`src/rtl/uart_api_dc.sv`:
```
// uart_api_dc: UART 8N1 command frames to 32-bit SPI DAC writes, with an LDAC strobe after each complete frame.
// Optional status byte transmitter on o_tx is built only when UART_ACK_EN is defined.
module uart_api_dc #(
    parameter int CLK_FREQ       = 100_000_000,
    parameter int BAUD           = 115200,
    parameter int FRAME_WORDS    = 62,
    parameter int NUM_CS         = 24,
    parameter int SCLK_DIV       = 4,
    parameter int LDAC_CYCLES    = 10,
    parameter int RX_TIMEOUT_CYC = 2_000_000
) (
    input  logic              i_clk,
    input  logic              i_rst,
    input  logic              i_rx,
    output logic              o_tx,
    output logic              o_sclk,
    output logic              o_mosi,
    output logic [NUM_CS-1:0] o_cs_n,
    output logic              o_ldac_n
);
    localparam int BIT_CYC  = CLK_FREQ / BAUD;
    localparam int HALF_CYC = BIT_CYC / 2;

    typedef enum logic [1:0] {RX_IDLE, RX_START, RX_DATA, RX_STOP} rx_state_t;
    typedef enum logic [2:0] {S_IDLE, S_LOAD, S_SHIFT, S_HOLD, S_GAP, S_LDAC} spi_state_t;

    rx_state_t   rx_state;
    spi_state_t  spi_state;
    logic        rx_meta, rx_sync, rx_prev;
    logic [31:0] rx_cnt;
    logic [2:0]  rx_bit;
    logic [7:0]  rx_shift, byte_data;
    logic        byte_valid, byte_err;

    logic [15:0]       word_idx;
    logic [1:0]        byte_idx;
    logic [31:0]       word_acc, word_next, to_cnt;
    logic [NUM_CS-1:0] sel_mask, hdr_mask, buf_mask;
    logic [31:0]       buf_data;
    logic              buf_full, end_pend, end_any, err_flag, err_clr;
    logic              mid_frame, timeout_hit, abort, buf_take, end_take;

    logic [31:0] sp_cnt, sh_reg;
    logic [5:0]  bit_cnt;
    logic        ack_good, ack_nosel;

    // UART receiver: bit timing is re-centred on the confirmed start bit
    always_ff @(posedge i_clk or negedge i_rst) begin
        if (!i_rst) begin
            rx_meta <= 1'b1; rx_sync <= 1'b1; rx_prev <= 1'b1;
            rx_state <= RX_IDLE; rx_cnt <= '0; rx_bit <= '0; rx_shift <= '0;
            byte_data <= '0; byte_valid <= 1'b0; byte_err <= 1'b0;
        end else begin
            rx_meta <= i_rx; rx_sync <= rx_meta; rx_prev <= rx_sync;
            byte_valid <= 1'b0; byte_err <= 1'b0;
            case (rx_state)
                RX_IDLE: if (rx_prev && !rx_sync) begin rx_state <= RX_START; rx_cnt <= '0; end
                RX_START: begin
                    if (rx_cnt == 32'(HALF_CYC-1)) begin
                        rx_cnt <= '0; rx_bit <= '0;
                        rx_state <= rx_sync ? RX_IDLE : RX_DATA;
                    end else rx_cnt <= rx_cnt + 1'b1;
                end
                RX_DATA: begin
                    if (rx_cnt == 32'(BIT_CYC-1)) begin
                        rx_cnt <= '0;
                        rx_shift <= {rx_sync, rx_shift[7:1]};
                        if (rx_bit == 3'd7) rx_state <= RX_STOP;
                        else rx_bit <= rx_bit + 1'b1;
                    end else rx_cnt <= rx_cnt + 1'b1;
                end
                default: begin
                    if (rx_cnt == 32'(BIT_CYC-1)) begin
                        rx_state <= RX_IDLE;
                        if (rx_sync) begin byte_valid <= 1'b1; byte_data <= rx_shift; end
                        else byte_err <= 1'b1;
                    end else rx_cnt <= rx_cnt + 1'b1;
                end
            endcase
        end
    end

    assign word_next   = {word_acc[23:0], byte_data};
    assign mid_frame   = (word_idx != '0) || (byte_idx != '0);
    assign timeout_hit = mid_frame && !byte_valid && (to_cnt == 32'(RX_TIMEOUT_CYC-1));
    assign abort       = byte_err || timeout_hit;
    assign buf_take    = (spi_state == S_IDLE) && buf_full;
    assign end_take    = (spi_state == S_IDLE) && !buf_full && end_pend;

    generate
        for (genvar gi = 0; gi < NUM_CS; gi++) begin : g_hdr
            assign hdr_mask[gi] = ~word_next[31-gi];
        end
    endgenerate

    // Frame assembler; frame end is handed to the SPI engine so the next frame can start at once
    always_ff @(posedge i_clk or negedge i_rst) begin
        if (!i_rst) begin
            word_idx <= '0; byte_idx <= '0; word_acc <= '0; to_cnt <= '0;
            sel_mask <= '0; buf_mask <= '0; buf_data <= '0; buf_full <= 1'b0;
            end_pend <= 1'b0; end_any <= 1'b0; err_flag <= 1'b0;
        end else begin
            if (buf_take) buf_full <= 1'b0;
            if (end_take) end_pend <= 1'b0;
            if (err_clr)  err_flag <= 1'b0;
            if (!mid_frame || byte_valid || byte_err || timeout_hit) to_cnt <= '0;
            else to_cnt <= to_cnt + 1'b1;
            if (abort) begin
                word_idx <= '0; byte_idx <= '0;
            end else if (byte_valid) begin
                word_acc <= word_next;
                byte_idx <= byte_idx + 1'b1;
                if (byte_idx == 2'd3) begin
                    if (word_idx == '0) sel_mask <= hdr_mask;
                    else if (|sel_mask) begin
                        if (buf_full) err_flag <= 1'b1;
                        else begin buf_full <= 1'b1; buf_data <= word_next; buf_mask <= sel_mask; end
                    end
                    if (word_idx == 16'(FRAME_WORDS-1)) begin
                        word_idx <= '0; end_pend <= 1'b1; end_any <= |sel_mask;
                    end else word_idx <= word_idx + 1'b1;
                end
            end
        end
    end

    // SPI engine (CPOL=0) and LDAC strobe
    always_ff @(posedge i_clk or negedge i_rst) begin
        if (!i_rst) begin
            spi_state <= S_IDLE; sp_cnt <= '0; sh_reg <= '0; bit_cnt <= '0;
            o_sclk <= 1'b0; o_mosi <= 1'b0; o_cs_n <= '1; o_ldac_n <= 1'b1;
            ack_good <= 1'b0; ack_nosel <= 1'b0;
        end else begin
            ack_good <= 1'b0; ack_nosel <= 1'b0;
            case (spi_state)
                S_IDLE: begin
                    sp_cnt <= '0;
                    if (buf_full) begin
                        o_cs_n <= ~buf_mask; sh_reg <= buf_data; o_mosi <= buf_data[31];
                        spi_state <= S_LOAD;
                    end else if (end_pend) begin
                        if (end_any) begin o_ldac_n <= 1'b0; spi_state <= S_LDAC; end
                        else ack_nosel <= 1'b1;
                    end
                end
                S_LOAD: begin
                    if (sp_cnt == 32'(SCLK_DIV-1)) begin
                        sp_cnt <= '0; bit_cnt <= '0; o_sclk <= 1'b1; spi_state <= S_SHIFT;
                    end else sp_cnt <= sp_cnt + 1'b1;
                end
                S_SHIFT: begin
                    if (sp_cnt == 32'(SCLK_DIV-1)) begin
                        sp_cnt <= '0;
                        if (o_sclk) begin
                            o_sclk <= 1'b0;
                            if (bit_cnt == 6'd31) spi_state <= S_HOLD;
                            else bit_cnt <= bit_cnt + 1'b1;
                        end else begin
                            o_sclk <= 1'b1; o_mosi <= sh_reg[30]; sh_reg <= {sh_reg[30:0], 1'b0};
                        end
                    end else sp_cnt <= sp_cnt + 1'b1;
                end
                S_HOLD: begin
                    if (sp_cnt == 32'(SCLK_DIV-1)) begin
                        sp_cnt <= '0; o_cs_n <= '1; o_mosi <= 1'b0; spi_state <= S_GAP;
                    end else sp_cnt <= sp_cnt + 1'b1;
                end
                S_GAP: begin
                    if (sp_cnt == 32'(2*SCLK_DIV-1)) begin sp_cnt <= '0; spi_state <= S_IDLE; end
                    else sp_cnt <= sp_cnt + 1'b1;
                end
                default: begin
                    if (sp_cnt == 32'(LDAC_CYCLES-1)) begin
                        sp_cnt <= '0; o_ldac_n <= 1'b1; ack_good <= 1'b1; spi_state <= S_IDLE;
                    end else sp_cnt <= sp_cnt + 1'b1;
                end
            endcase
        end
    end

`ifdef UART_ACK_EN
    logic        ack_pend, tx_busy;
    logic [7:0]  ack_code;
    logic [8:0]  tx_shift;
    logic [3:0]  tx_bitn;
    logic [31:0] tx_cnt;

    // Status byte transmitter; a newer event overrides a status not yet started
    always_ff @(posedge i_clk or negedge i_rst) begin
        if (!i_rst) begin
            o_tx <= 1'b1; ack_pend <= 1'b0; ack_code <= '0; tx_busy <= 1'b0;
            tx_shift <= '0; tx_bitn <= '0; tx_cnt <= '0; err_clr <= 1'b0;
        end else begin
            err_clr <= 1'b0;
            if (!tx_busy && ack_pend) begin
                ack_pend <= 1'b0; tx_busy <= 1'b1; o_tx <= 1'b0;
                tx_shift <= {1'b1, ack_code}; tx_bitn <= '0; tx_cnt <= '0;
            end else if (tx_busy) begin
                if (tx_cnt == 32'(BIT_CYC-1)) begin
                    tx_cnt <= '0;
                    if (tx_bitn == 4'd9) begin tx_busy <= 1'b0; err_clr <= 1'b1; end
                    else begin
                        o_tx <= tx_shift[0]; tx_shift <= {1'b1, tx_shift[8:1]};
                        tx_bitn <= tx_bitn + 1'b1;
                    end
                end else tx_cnt <= tx_cnt + 1'b1;
            end
            if (abort || ack_good || ack_nosel) begin
                ack_pend <= 1'b1;
                ack_code <= (abort || err_flag) ? 8'hEE : (ack_good ? 8'hA5 : 8'hE1);
            end
        end
    end
`else
    logic unused_ack;
    assign o_tx       = 1'b1;
    assign err_clr    = 1'b0;
    assign unused_ack = ^{err_flag, ack_good, ack_nosel};
`endif

endmodule

```
`config.mk`:
```
export PLATFORM = sky130hd
export DESIGN_NAME = uart_api_dc
export DESIGN_NICKNAME = d
export VERILOG_FILES = /design/src/rtl/uart_api_dc.sv
export SDC_FILE = /design/constraint.sdc
export NUM_CORES = 1
export LEC_CHECK = 0
export BUFFER_PORTS_ARGS = -buffer_cell sky130_fd_sc_hd__buf_2
export CAP_MARGIN = 20
export CORE_UTILIZATION = 38
export CTS_CLUSTER_SIZE = 14
export DETAILED_ROUTE_END_ITERATION = 8
export HOLD_SLACK_MARGIN = 0.12
export PLACE_DENSITY = 0.51
export SYNTH_ARGS = -nofsm -noshare
export SYNTH_HDL_FRONTEND = slang
export SYNTH_SLANG_ARGS = --single-unit
```
`constraint.sdc`:
```
create_clock -name i_clk -period 7.2 [get_ports i_clk]
set_input_delay 1.08 -clock i_clk [delete_from_list [all_inputs] [get_ports i_clk]]
set_output_delay 1.08 -clock i_clk [all_outputs]
set_load 0.05 [all_outputs]
```
==> Yosys cells after proc, flatten, opt, wreduce, memory -nomap -nowiden <==
Index checks and enable logic that the tools add are counted.
{ "totals": {"register_bits": 314, "input_bits": 3, "output_inout_bits": 28} }
{ "classes": {"addsub": 7, "n_eq_ne": 36, "muxes": 82, "bitwise_logic": 30, "n_reduce_logical": 51} }
{ "ops": {"columns": ["operator", "count"], "rows": [
  ["2-to-1 mux 32 bit", 8],
  ["one-hot mux 32 bit (3 select lines)", 2],
  ["adder 32 x 1 -> 32 bit, second input constant", 3],
  ["2-to-1 mux 31 bit", 3],
  ["2-to-1 mux 16 bit", 4],
  ["one-hot mux 31 bit (2 select lines)", 1],
  ["2-to-1 mux 24 bit", 2],
  ["one-hot mux 24 bit (2 select lines)", 1],
  ["2-to-1 mux 3 bit", 13],
  ["inequality test 2 bit, second input constant", 17],
  ["equality test 32 x 10 -> 1 bit, second input constant", 1],
  ["equality test 32 x 2 -> 1 bit, second input constant", 1],
  ["equality test 32 x 21 -> 1 bit, second input constant", 1],
  ["equality test 32 x 3 -> 1 bit, second input constant", 1],
  ["equality test 32 x 4 -> 1 bit, second input constant", 1],
  ["equality test 32 x 9 -> 1 bit, second input constant", 1],
  ["2-to-1 mux 1 bit", 29],
  ["NOT 1 bit", 29],
  ["2-to-1 mux 6 bit", 4],
  ["NOT 24 bit", 1],
  ["OR reduction 24 bit", 1],
  ["AND reduction 5 bit", 4],
  ["adder 16 x 1 -> 16 bit, second input constant", 1],
  ["equality test 16 x 6 -> 1 bit, second input constant", 1],
  ["35 further kinds", 76]
]} }

==> Depth between registers and ports, before layout <==
{ "logic_depth": {"ltp_word": 9, "mapped_depth": 10, "ltp_nobuf": 8} }

==> Worst setup path before layout <==
OpenSTA, ideal clock, no wires.
{ "synth_path": {"path_type": "reg-to-reg", "startpoint": "register rx_cnt[0]", "endpoint": "register rx_cnt[15]", "arrival_time_ns": 2.271, "t_required_ns": 7.079, "setup_slack_ns": 4.808, "stages_incl_launch_ff": 10, "path_buffers": 2, "cell_sequence": "dfrtp_1 ha_1 nand3_1 or4_1 o31a_1 or3_1 buf_6 buf_6 a21o_1 a22o_1"} }
{ "synth_via": {"elab_chain_len": 3} }
{ "synth_lines": {"columns": ["item", "line_no", "source"], "rows": [
  ["start, declared", "30", "logic [31:0] rx_cnt;"],
  ["start signal, assigned", "62", "end else rx_cnt <= rx_cnt + 1'b1;"],
  ["start signal, assigned", "70", "end else rx_cnt <= rx_cnt + 1'b1;"],
  ["start signal, assigned", "77", "end else rx_cnt <= rx_cnt + 1'b1;"],
  ["adder 32 x 1 -> 32 bit, or another cell as far along", "62, 70, 77", null],
  ["2-to-1 mux 32 bit, or another cell as far along", "73", "if (rx_cnt == 32'(BIT_CYC-1)) begin"],
  ["one-hot mux 32 bit (3 select lines) / AND reduction 2 bit (equally long branches)", null, null]
]} }
Several ways; a longest one is shown, not always the timed one. The select of a mux whose other input is x is not followed.
A chain may end at the register's enable or synchronous reset.

==> Final worst setup path <==
{ "layout_path": {"startpoint": "register rx_cnt[16]", "endpoint": "register rx_cnt[17]"} }
Same word-level chain as after synthesis.

==> results.py <==
metrics = {
    "worst_hold_path": {
        "hold_class": "reg -> reg",
        "holdCritStartpoint": "rx_meta$_DFF_PN1_",
        "holdPathStages": 0,
        "hold_path_end": "rx_sync$_DFF_PN1_",
    },
    "cells_and_area": {
        "final_common_cell": "dfrtp_1",
        "fin_util_pct": 43.8,
        "instances_no_fill": 1818,
        "layout.nets": 1343,
        "final_cell_mix": "dfrtp_1 (286), nor2_1 (130), nand2_1 (122)",
        "syn2layout_area_growth_pct": 13.1,
        "n_antenna_cell": 0,
        "final_layout_size_suffix_gt1_share_pct": 17.6,
        "stdcell_area_um2": 16100,
    },
    "clock_network": {
        "cts_buffers": 36,
        "clockBufferDepth": 3,
        "ctsResizeCount": 0,
        "root_buffer": "clkbuf_16",
        "holdBufCountCts": 0,
        "tritoncts": "built",
        "post_cts_buffers": 0,
        "clkLatencyLatePin_ps": 550,
        "cts.sinks": 314,
        "htreeDepth": 2,
        "clkTransAtPathRegs_ps": 60,
    },
    "drt": {
        "wl_met3_um": 865,
        "drt_wl_total_mm": 28.8,
        "routed.top_layer": "met4",
        "vias": 9561,
        "wl_met1_mm": 14.4,
        "via_per_inst": 5.26,
        "drt.antenna.violating_nets": 0,
        "wl_per_cell_um": 15.8,
        "met2_length_mm": 12.9,
        "drt-initial-drc-count": 581,
        "first_pass_iters": 4,
        "drc": 0,
    },
    "power_and_ir_drop": {
        "power.total_mw": 4.03,
        "peakVddDrop_mv": 0.188,
        "p_per_area_nw_per_um2": 250,
        "p_leak_nw": 7.09,
    },
    "worst_setup_path": {
        "cp_max_fo": 14,
        "required_ps": 7630,
        "r2r_slack_ps": 4020,
        "reg2reg_to": "rx_cnt[17]$_DFFE_PN0P_",
        "worstReg2RegStart": "rx_cnt[16]$_DFFE_PN0P_",
        "path_class": "reg -> reg",
        "end_kind": "register",
        "cp-start-kind": "register",
        "arrival_ps": 3610,
        "rr_worst_depth": 6,
    },
    "floorplanning": {
        "start_util_pct": 38.7,
        "core_area_um2": 36800,
        "ioPinCount": 31,
        "dieWidth_um": 196,
        "dieArea_um2": 38300,
        "fp.dieH_um": 196,
        "rows": 70,
    },
    "yosys": {
        "synth_top_cell_area_share_pct": 50.3,
        "async_reset_ff_share_pct": 100,
        "synth_cells": 1305,
        "yosysSeqAreaShare_pct": 55.4,
        "synth_edf_count": 0,
        "yosysTopAreaCell": "dfrtp_1",
        "ys_top_cells_by_area": "dfrtp_1 (50%), mux2_2 (7.7%), dfstp_2 (5.2%), nor2_1 (3.5%), nand2_1 (3.2%)",
        "synth_area_per_cell_um2": 10.9,
        "synth_nets": 1325,
        "postSynthRegisterBits": 314,
        "dominantRegCellSynth": "dfrtp_1",
        "synth_area_um2": 14200,
        "synth_cell_types": 62,
        "yosysWarnings": 0,
    },
    "status": {
        "outcome": "finished clean",
    },
    "timing": {
        "setup_tns_ps": 0,
        "hold_viol_final": 0,
        "setup_viol": 0,
        "relSlewSlack_pct": 23.7,
        "period_needed_ps": 3180,
        "fin_worst_hold_slack_ps": 357,
        "fin_ws_ps": 4020,
        "rsz0062_at_grt": "false",
        "fin_skew_ps": 16.6,
        "fmax_mhz": 315,
        "slew_viol_final": 0,
        "period_share_pct": 44.1,
        "tightest_slew_ps": 1140,
    },
    "placement": {
        "dpl.hpwl_mm": 17.9,
        "dp_slack_ps": 3970,
        "io_buffers": 29,
        "place_inst": 1752,
        "placed_area_um2": 14900,
        "gp_congestion": 0.775,
    },
    "flow_run": {
        "cap_viol_max_count": 0,
    },
    "global_routing": {
        "grt_use_total_pct": 16.0,
        "antenna_found_initial": 0,
        "grt_first_pass_wirelength_mm": 50.3,
        "grt_max_degree": 142,
        "grt-ovfl-total": 0,
        "grt_pass1_vias": 9682,
    },
}
kinds of logic (layout without fill, tap and decap cells):
group | Yosys count | after routing | synth area share, %
AOI/OAI and AO/OA | 213 | 213 | 9.97
xor gates and xnor gates | 71 | 71 | 4.37
adders and majority gates | 17 | 17 | 1.49
buffers and inverters | 92 | 137 | 2.62
DFF | 314 | 314 | 55.4
muxes | 130 | 130 | 10.0
other | 1 | 1 | 0.0263
and+or+nand+nor | 467 | 467 | 16.1
area by class of cell:
class	count	area, um2
Sequential cell	314	7890
Multi-Input combinational cell	899	6020
Timing Repair Buffer	41	278
Tap cell	468	586
Clock inverter	7	90.1
Clock buffer	58	1110
Fill cell	3519	20700
Inverter	31	116
worst max path at each step:
| stage | start | to | slack [ps] | cells past startpoint |
|---|---|---|---|---|
| 2_1_floorplan | rx_cnt[0]$_DFFE_PN0P_ | rx_cnt[15]$_DFFE_PN0P_ | 4810 | 9 |
| 3_3_place_gp | rx_cnt[16]$_DFFE_PN0P_ | rx_cnt[17]$_DFFE_PN0P_ | 3990 | 6 |
| 3_5_place_dp | rx_cnt[16]$_DFFE_PN0P_ | rx_cnt[17]$_DFFE_PN0P_ | 3970 | 6 |
| 4_1_cts | rx_cnt[16]$_DFFE_PN0P_ | rx_cnt[17]$_DFFE_PN0P_ | 3970 | 6 |
| 5_1_grt | rx_cnt[16]$_DFFE_PN0P_ | rx_cnt[17]$_DFFE_PN0P_ | 3710 | 6 |
| 6_report | rx_cnt[16]$_DFFE_PN0P_ | rx_cnt[17]$_DFFE_PN0P_ | 4020 | 6 |
cells in the mapped netlist, drive strengths merged (31+ instances only):
cell type / number
clkbuf: 51
nand2: 122
nand3: 52
inv: 31
o21ai: 77
xnor2: 33
mux2: 98
nor2: 132
xor2: 38
dfrtp: 286
mux2i: 32
metal layers:
layer | vias up | track usage [%]
li1 | 4686 | -
met5 | - | 0
met3 | 43 | 3.18
met1 | 4742 | 22.4
met4 | 0 | 4.40
met2 | 90 | 25.2
where the power goes:
group	internal (mW)	leakage, nW	switching (mW)
clock network	1.10	0.595	0.731
logic	0.127	2.22	0.255
registers	1.79	4.28	0.0238
critical path: stages, from the launching register on:
cell and delay (ps):
dfrtp_1 480, nor4_1 370, nand4_1 280, o31a_1 440, nor3_2 670, nor2_1 480
a41o_1 350
No activity file was read; power rests on OpenSTA's default activity.
